===== src/rtl/mnist_pkg.sv =====
// mnist_pkg: shared constants and types for the MNIST classifier output layer.
//   N_IN      hidden activations per output digit (MAC terms)
//   N_OUT     output digits
//   FRAC_BITS fractional bits of the Q16.16 fixed-point format
//   q16_t     signed Q16.16 data word
//   state_t   layer-2 sequencer FSM states
package mnist_pkg;

  localparam int N_IN      = 32;
  localparam int N_OUT     = 10;
  localparam int FRAC_BITS = 16;

  typedef logic signed [31:0] q16_t;

  typedef enum logic [2:0] {
    S_IDLE    = 3'd0,
    S_BIAS_RD = 3'd1,
    S_BIAS_LD = 3'd2,
    S_MAC     = 3'd3,
    S_DRAIN   = 3'd4,
    S_CAPTURE = 3'd5,
    S_DONE    = 3'd6
  } state_t;

endpackage


===== src/rtl/argmax_tracker.sv =====
// argmax_tracker: running maximum of a stream of signed scores.
//   clk, rst   clock, asynchronous active-high reset
//   clear      forget the current maximum (next update always wins)
//   update     offer idx/score as a candidate
//   idx, score candidate index and signed Q16.16 score
//   max_idx    index of the largest score seen since clear
//   max_score  that score
// Only a strictly greater score replaces the maximum, so ties keep the
// earliest (lowest) index.
module argmax_tracker
  import mnist_pkg::*;
#(
  parameter int IW = 4
) (
  input  logic          clk,
  input  logic          rst,
  input  logic          clear,
  input  logic          update,
  input  logic [IW-1:0] idx,
  input  q16_t          score,
  output logic [IW-1:0] max_idx,
  output q16_t          max_score
);

  logic          have_q, have_d;
  logic [IW-1:0] max_idx_q, max_idx_d;
  q16_t          max_score_q, max_score_d;

  always_comb begin
    have_d      = have_q;
    max_idx_d   = max_idx_q;
    max_score_d = max_score_q;
    if (clear) begin
      have_d      = 1'b0;
      max_idx_d   = '0;
      max_score_d = '0;
    end else if (update && (!have_q || (score > max_score_q))) begin
      have_d      = 1'b1;
      max_idx_d   = idx;
      max_score_d = score;
    end
  end

  always_ff @(posedge clk or posedge rst) begin
    if (rst) begin
      have_q      <= 1'b0;
      max_idx_q   <= '0;
      max_score_q <= '0;
    end else begin
      have_q      <= have_d;
      max_idx_q   <= max_idx_d;
      max_score_q <= max_score_d;
    end
  end

  assign max_idx   = max_idx_q;
  assign max_score = max_score_q;

endmodule


===== src/rtl/layer2_sequencer.sv =====
// layer2_sequencer: time-multiplexes one neuron_layer2 MAC over all output
// digits and reports the argmax.
//   clk, rst          clock, asynchronous active-high reset (shared with MAC)
//   start             begin a classification (sampled only in IDLE)
//   busy, done        run in progress / one-cycle result-valid pulse
//   act_addr/rdata    hidden activation buffer (1-cycle read latency)
//   w_addr/rdata      layer-2 weight ROM, address {digit, i}
//   b_addr/rdata      layer-2 bias ROM, address digit
//   mac_*             drive/observe the external MAC
//   score_valid/idx   one pulse per digit with the captured MAC sum in score
//   pred_digit/score  argmax of the run, held until the next accepted start
//   dbg_state         current FSM state
// Control handshake: start is a level sampled only while IDLE; once taken,
// busy stays high through the DONE cycle, and done pulses for exactly one
// cycle when pred_* become valid. start during DONE is ignored.
module layer2_sequencer
  import mnist_pkg::*;
#(
  parameter int N_IN   = mnist_pkg::N_IN,
  parameter int N_OUT  = mnist_pkg::N_OUT,
  parameter int AW_IN  = 5,
  parameter int AW_OUT = 4
) (
  input  logic                    clk,
  input  logic                    rst,
  input  logic                    start,
  output logic                    busy,
  output logic                    done,
  output logic [AW_IN-1:0]        act_addr,
  input  q16_t                    act_rdata,
  output logic [AW_OUT+AW_IN-1:0] w_addr,
  input  q16_t                    w_rdata,
  output logic [AW_OUT-1:0]       b_addr,
  input  q16_t                    b_rdata,
  output logic                    mac_bias_load,
  output logic                    mac_valid,
  output q16_t                    mac_value,
  output q16_t                    mac_weight,
  input  q16_t                    mac_sum,
  output logic                    score_valid,
  output logic [AW_OUT-1:0]       score_idx,
  output q16_t                    score,
  output logic [AW_OUT-1:0]       pred_digit,
  output q16_t                    pred_score,
  output state_t                  dbg_state
);

  state_t            state_q, state_d;
  logic [AW_OUT-1:0] j_q, j_d;
  logic [AW_IN-1:0]  act_addr_q, act_addr_d;
  logic              drain_q, drain_d;
  logic              issue_q, issue_d;
  logic              mac_valid_q, mac_valid_d;
  logic              bias_load_q, bias_load_d;
  logic              busy_q, busy_d;
  logic              done_q, done_d;
  logic              score_valid_q, score_valid_d;
  logic [AW_OUT-1:0] score_idx_q, score_idx_d;
  q16_t              score_q, score_d;
  logic              am_clear, am_update;

  always_comb begin
    state_d       = state_q;
    j_d           = j_q;
    act_addr_d    = act_addr_q;
    drain_d       = drain_q;
    issue_d       = 1'b0;
    // Read data returns one cycle after the address, so the MAC strobe is
    // the issue strobe delayed by one cycle.
    mac_valid_d   = issue_q;
    bias_load_d   = 1'b0;
    busy_d        = busy_q;
    done_d        = 1'b0;
    score_valid_d = 1'b0;
    score_idx_d   = score_idx_q;
    score_d       = score_q;
    am_clear      = 1'b0;
    am_update     = 1'b0;

    unique case (state_q)
      S_IDLE: begin
        if (start) begin
          state_d  = S_BIAS_RD;
          j_d      = '0;
          busy_d   = 1'b1;
          am_clear = 1'b1;
        end
      end
      S_BIAS_RD: begin
        // b_addr (= j) is presented this cycle; bias data arrives next.
        state_d     = S_BIAS_LD;
        bias_load_d = 1'b1;
      end
      S_BIAS_LD: begin
        state_d    = S_MAC;
        act_addr_d = '0;
        issue_d    = 1'b1;
      end
      S_MAC: begin
        if (act_addr_q == AW_IN'(N_IN - 1)) begin
          state_d    = S_DRAIN;
          act_addr_d = '0;
          drain_d    = 1'b0;
        end else begin
          act_addr_d = act_addr_q + 1'b1;
          issue_d    = 1'b1;
        end
      end
      S_DRAIN: begin
        // First cycle carries the last mac_valid, second lets the MAC's
        // internal accumulate stage settle into mac_sum.
        if (drain_q) begin
          state_d = S_CAPTURE;
        end else begin
          drain_d = 1'b1;
        end
      end
      S_CAPTURE: begin
        score_valid_d = 1'b1;
        score_idx_d   = j_q;
        score_d       = mac_sum;
        am_update     = 1'b1;
        if (j_q == AW_OUT'(N_OUT - 1)) begin
          state_d = S_DONE;
          done_d  = 1'b1;
        end else begin
          j_d     = j_q + 1'b1;
          state_d = S_BIAS_RD;
        end
      end
      S_DONE: begin
        state_d = S_IDLE;
        busy_d  = 1'b0;
      end
      default: begin
        state_d = S_IDLE;
        busy_d  = 1'b0;
      end
    endcase
  end

  always_ff @(posedge clk or posedge rst) begin
    if (rst) begin
      state_q       <= S_IDLE;
      j_q           <= '0;
      act_addr_q    <= '0;
      drain_q       <= 1'b0;
      issue_q       <= 1'b0;
      mac_valid_q   <= 1'b0;
      bias_load_q   <= 1'b0;
      busy_q        <= 1'b0;
      done_q        <= 1'b0;
      score_valid_q <= 1'b0;
      score_idx_q   <= '0;
      score_q       <= '0;
    end else begin
      state_q       <= state_d;
      j_q           <= j_d;
      act_addr_q    <= act_addr_d;
      drain_q       <= drain_d;
      issue_q       <= issue_d;
      mac_valid_q   <= mac_valid_d;
      bias_load_q   <= bias_load_d;
      busy_q        <= busy_d;
      done_q        <= done_d;
      score_valid_q <= score_valid_d;
      score_idx_q   <= score_idx_d;
      score_q       <= score_d;
    end
  end

  argmax_tracker #(
    .IW (AW_OUT)
  ) u_argmax (
    .clk       (clk),
    .rst       (rst),
    .clear     (am_clear),
    .update    (am_update),
    .idx       (j_q),
    .score     (mac_sum),
    .max_idx   (pred_digit),
    .max_score (pred_score)
  );

  assign busy          = busy_q;
  assign done          = done_q;
  assign act_addr      = act_addr_q;
  assign w_addr        = {j_q, act_addr_q};
  assign b_addr        = j_q;
  assign mac_bias_load = bias_load_q;
  assign mac_valid     = mac_valid_q;
  assign mac_value     = bias_load_q ? b_rdata : act_rdata;
  assign mac_weight    = w_rdata;
  assign score_valid   = score_valid_q;
  assign score_idx     = score_idx_q;
  assign score         = score_q;
  assign dbg_state     = state_q;

endmodule


===== config.mk =====
export PLATFORM = sky130hd
export DESIGN_NAME = layer2_sequencer
export DESIGN_NICKNAME = d
export VERILOG_FILES = /design/src/rtl/mnist_pkg.sv /design/src/rtl/argmax_tracker.sv /design/src/rtl/layer2_sequencer.sv
export SDC_FILE = /design/constraint.sdc
export NUM_CORES = 1
export LEC_CHECK = 0
export ABC_AREA = 1
export BUFFER_PORTS_ARGS = -buffer_cell sky130_fd_sc_hd__buf_2
export CAP_MARGIN = 20
export CORE_MARGIN = 2
export CORE_UTILIZATION = 46
export DETAILED_ROUTE_END_ITERATION = 16
export PLACE_DENSITY = 0.77
export REMOVE_ABC_BUFFERS = 1
export SYNTH_ARGS = -nofsm -noshare
export SYNTH_HDL_FRONTEND = slang
export SYNTH_SLANG_ARGS = --single-unit

===== constraint.sdc =====
create_clock -name clk -period 4 [get_ports clk]
set_input_delay 0.8 -clock clk [delete_from_list [all_inputs] [get_ports clk]]
set_output_delay 0.8 -clock clk [all_outputs]
set_load 0.05 [all_outputs]

==> results of run 1 <==
## layout by cell type (no fill, tap or decap)
cell	count
a22o_1	1
nand2_8	1
inv_1	60
nor2_8	1
nand2_4	1
inv_4	1
dfrtp_1	92
ha_1	36
nand2_2	32
nor2_2	2
buf_2	228
a21o_1	1
o21ai_0	11
clkinv_4	1
mux2_2	32
o22ai_1	2
nor2_1	21
nand4_1	2
clkinvlp_4	2
clkbuf_16	9
buf_4	4
o21a_1	2
nand3_2	32
clkbuf_8	1
buf_12	1
nor3b_2	1
nor3_1	2
inv_2	1
clkinv_2	1
a21oi_1	19
nand3_1	51
inv_6	1
o31ai_1	1
o2111ai_1	1
nand2_1	161
xor2_1	1
## critical path, delay by kind of cell
kind | cells | cell delay [ns]
simple gates | 11 | 1.67
buf+inv | 1 | 0.12
fa+ha+maj | 1 | 0.33
## metrics by stage
step           cells  total power [uW]
6_report         963              2750
3_5_place_dp     947              1980
5_1_grt          963              2900
2_1_floorplan    568              1720
3_3_place_gp     947              1960
4_1_cts          962              2780
## area by class of cell
class | instances | area share
Clock buffer | 10 | 0.0353
Tap cell | 147 | 0.0271
Sequential cell | 92 | 0.340
Multi-Input combinational cell | 414 | 0.382
Inverter | 62 | 0.0347
Timing Repair Buffer | 233 | 0.176
Clock inverter | 5 | 0.00554
## where the power goes
part,total (uW),switching [uW],internal (uW)
combinational,880,636,245
sequential,1070,65.5,1010
clock,798,362,437
total,2750,1060,1690
## registers in the layout (all words and copies together), names as in the netlist
register,cells
issue_q,1
u_argmax.max_idx,4
u_argmax.have_q,1
mac_bias_load,1
act_addr,5
u_argmax.max_score,32
score_idx,4
drain_q,1
done,1
dbg_state,3
busy,1
score,32
b_addr,4
score_valid,1
mac_valid,1
## final timing paths
kind,end,start,depth (start not counted)
max,u_argmax.max_score[1],mac_sum[31],13
min,mac_valid,issue_q,0
max reg2reg,u_argmax.max_score[1],u_argmax.max_score[31],13
min reg2reg,mac_valid,issue_q,0
max in group asynchronous,u_argmax.max_score[13],rst,3
min in group asynchronous,score_valid,rst,2
## cell families after synthesis
logic type      count (synthesis)
fa+ha+maj                      36
buf+inv                       128
mux                            32
xor+xnor                        1
simple gates                  307
compound gates                 38
flops                          92
## per-layer routing
layer / wire length (um) / GRT usage / vias to the layer above
li1: - / - / 2352
met1: 6420 / 0.290 / 2189
met2: 7510 / 0.402 / 208
met3: 1450 / 0.0858 / 18
met4: 224 / 0.0724 / 4
met5: 39 / 0.0196 / -
==> out/metrics.yaml, run 1 <==
cts_tree: "built"
yosysMostFrequentCell: "nand2_1"
postCtsHoldBufs: 0
peakVddDrop_mv: 0.297
initial_utilization: 0.469
cp_cell_sequence: "buf_2 > ha_1 > nand2_1 > nor2_2 > nand2_2 > nor3b_2 > nand2_1 > nand3_1 > nand3_2 > nand2_4 > nand2_8 > nand3_2 > nand2_2"
synth_warnings: 0
crit_fanout: 37
finalHoldViolCount: 0
maxCapViolCount: 0
finalMaxSlewViolations: 0
min_period_ns: 2.73
dpl-instance-area_sq_um: 6480
fin_worst_skew_ns: 0.00479
drtAntennaViolNets: 0
yosys.area.top_type: "dfrtp_1"
ys_types: 31
syn_area_per_cell_sq_um: 8.81
cp.required_ns: 4.23
power.density_nw_per_um2: 406
arrival_ns: 2.96
netlist_instances: 634
slowest_delay_ns: 0.37
startpoint_type: "input port"
status: "completed"
drc: 0
netlist_area_sq_um: 5590
dieHeight_um: 114
drt_iter0_drc: 261
synth-seq-cells: 92
min_period_over_period: 0.682
cts.path.max_buffers: 2
setup_violations: 0
multi_input_area_sq_um: 2590
maxSlewHeadroom: 0.439
cts_root_buf: "clkbuf_16"
dieArea_sq_um: 13000
finalWorstSetupSlack_ns: 1.27
ff_latch_area_sq_um: 2300
p_leak_uw: 0.00381
grt_pass1_wl_um: 23800
grt_pass1_vias: 4487
portBuffers: 228
synth_area_leaders: "dfrtp_1 (41%), nand2_1 (11%), ha_1 (8.1%), mux2_2 (6.4%), buf_4 (5.9%)"
post-cts-setup-buffers: 0
synth-compound-area-share: 0.0376
dp_hpwl_um: 11800
antenna_found_initial: 1
drtPass1Iterations: 4
final_layout_size_suffix_gt1_frac: 0.431
synth.top_cell.area_share: 0.412
synth_common_cells: "nand2_1 (162), dfrtp_1 (92), inv_1 (61)"
synthSimpleGateAreaFrac: 0.278
synth-adder-area-share: 0.0806
diodes: 0
place_ws_ns: 0.880
slowest_stage: "nand2_4"
vias_per_cell: 4.95
fill_cells: 1084
cts_resized: 0
clkTransAtPathRegs_ns: 0.07
ys_seq_area_frac: 0.412
nNetsFinal: 979
grt_usage: 0.240
tightest_slew_ns: 0.842
setup_tns_ns: 0
synthFlopType: "dfrtp_1"
area_growth_pct: 21.3
postLayoutCellArea_sq_um: 6780
worstSkewPairLatency_ns: 0.34
cts_inserted_buffers: 9
end_kind: "register"
synth_top_family_by_area: "simple AND/OR/NAND/NOR gates"
ff2ff_setup_slack_ns: 1.41
synth_edf_count: 0
globalplace.congestion: 0.831
path_class: "in -> reg"
fp.dieW_um: 114
vias: 4771
routed_wl_um: 15600
cts_sinks: 92
synth_xor_area_frac: 0.00157
holdWs_ns: 0.357
async_flop_share: 1.00
num_rows: 40
utilization: 0.569
io_pins: 293
grt_max_degree: 72
rsz0062_at_grt: "false"
synth.area.mux_share: 0.0645
hp-class: "reg -> reg"
coreArea_sq_um: 11900
htreeDepth: 3
fmax_mhz: 366
routedWlPerCell_um: 16.2
globalRouteOverflowTotal: 0
Power figures use the tool's default switching activity.
==> inputs of run 2 (changes only) <==
==> constraint.sdc (replaced) <==
create_clock -name clk -period 2.8 [get_ports clk]
set_input_delay 0.56 -clock clk [delete_from_list [all_inputs] [get_ports clk]]
set_output_delay 0.56 -clock clk [all_outputs]
set_load 0.05 [all_outputs]
==> out/metrics.yaml, run 2 (synthesis results as in run 1) <==
routed_wl_um: 16300
swShare: 0.367
hp-class: "in -> async"
holdWs_ns: 0.297
fmax_mhz: 415
grt_usage: 0.252
portBuffers: 228
p_int_uw: 2690
dieArea_sq_um: 13000
power_frac_comb: 0.303
cp.required_ns: 3.04
worst_r2r_endpoint: "u_argmax.max_score[15]"
dieHeight_um: 114
htreeDepth: 3
tightest_slew_ns: 0.800
cts_sinks: 92
globalRouteOverflowTotal: 0
routedWlPerCell_um: 16.9
drt_iter0_drc: 289
final_layout_size_suffix_gt1_frac: 0.433
clkTransAtPathRegs_ns: 0.07
nNetsFinal: 980
vias_per_cell: 5.11
final_common_cell: "buf_2"
maxSlewHeadroom: 0.466
crit_fanout: 36
initial_utilization: 0.469
critPathLaunch: "u_argmax.max_score[31]"
maxCapViolCount: 0
cts_root_buf: "clkbuf_16"
drtPass1Iterations: 4
cts_inserted_buffers: 9
path_class: "reg -> reg"
worstSkewPairLatency_ns: 0.35
min_period_ns: 2.41
p_leak_uw: 0.00386
fp.dieW_um: 114
pwr-share-clk: 0.336
vias: 4928
globalplace.congestion: 0.818
diodes: 0
pwr-share-seq: 0.361
rsz0062_at_grt: "false"
cts.path.max_buffers: 2
r2r-start: "u_argmax.max_score[31]"
fin_worst_skew_ns: 0.00995
coreArea_sq_um: 11900
min_period_over_period: 0.860
io_pins: 293
end_kind: "register"
num_rows: 40
postCtsHoldBufs: 0
area_growth_pct: 22.9
arrival_ns: 2.65
grt_max_degree: 52
drtAntennaViolNets: 0
reg2reg_depth: 13
most-common-layout-cells: "buf_2 (228), nand2_1 (161), dfrtp_1 (92)"
dp_hpwl_um: 12300
cts_resized: 0
status: "completed"
antenna_found_initial: 1
grt_pass1_vias: 4804
switchingPower_uw: 1560
peakVddDrop_mv: 0.385
startpoint_type: "register"
cts_tree: "built"
ff2ff_setup_slack_ns: 0.39
grt_pass1_wl_um: 25000
total_power_uw: 4250
post-cts-setup-buffers: 0
finalHoldViolCount: 0
drc: 0
finalMaxSlewViolations: 0
setup_violations: 0
power.density_nw_per_um2: 620
run 2: cell types whose count changed in the layout (fill, tap and decap cells not counted), sizes merged:
cell / change
bufinv: +3
clkinvlp: -2
buf: +1
clkbuf: -1
inv: +1
run 2: worst max path at each step:
stage                             endpoint  slack, ns
detailed placement  u_argmax.max_score[20]       0.14
global placement    u_argmax.max_score[20]       0.20
CTS                              b_addr[2]       0.38
finish              u_argmax.max_score[15]       0.39
global route                     b_addr[2]       0.11
floorplan                      act_addr[0]      -0.15
run 2: power groups by stage:
stage | Sequential, uW | Combinational [uW] | Clock (uW)
3_3_place_gp | 1560 | 1280 | 0
6_report | 1540 | 1290 | 1430
5_1_grt | 1550 | 1400 | 1520
4_1_cts | 1540 | 1300 | 1450
2_1_floorplan | 1950 | 517 | 0
3_5_place_dp | 1560 | 1300 | 0
run 2: area by class of cell:
cell class | count | area [sq um]
Inverter | 62 | 235
Timing Repair Buffer | 234 | 1210
Sequential cell | 92 | 2300
Clock inverter | 7 | 121
Tap cell | 147 | 184
Fill cell | 1062 | 5040
Multi-Input combinational cell | 414 | 2590
Clock buffer | 9 | 225
run 2: critical path: stages, from the launching register on:
cell and delay [ns]:
dfrtp_1 0.39, inv_1 0.06, ha_1 0.35, nand2_1 0.10
nor2_2 0.16, nand2_2 0.08, nor3b_2 0.20, nand2_1 0.09
nand3_1 0.09, nand3_2 0.10, nand2_4 0.18, nand2_8 0.24
nand3_1 0.16, nand2_1 0.06
run 2: routing by layer:
| metal | routed length (um) | part of all wire | vias up | global-route usage |
|---|---|---|---|---|
| met1 | 6580 | 0.40 | 2343 | 0.292 |
| li1 | - | - | 2356 | - |
| met5 | 16 | 0.00098 | - | 0.0196 |
| met4 | 374 | 0.023 | 2 | 0.0992 |
| met2 | 7950 | 0.49 | 205 | 0.428 |
| met3 | 1360 | 0.084 | 22 | 0.0858 |
run 2: stage by stage:
step	setup WS, ns	cells	TNS [ns]	cell area [sq um]	util
CTS	0.376	965	0	6870	0.576
global placement	0.197	949	0	6520	0.547
detailed placement	0.135	949	0	6520	0.547
floorplan	-0.152	568	-13.98	5120	-
global route	0.112	965	0	6870	0.576
finish	0.392	965	0	6870	0.576
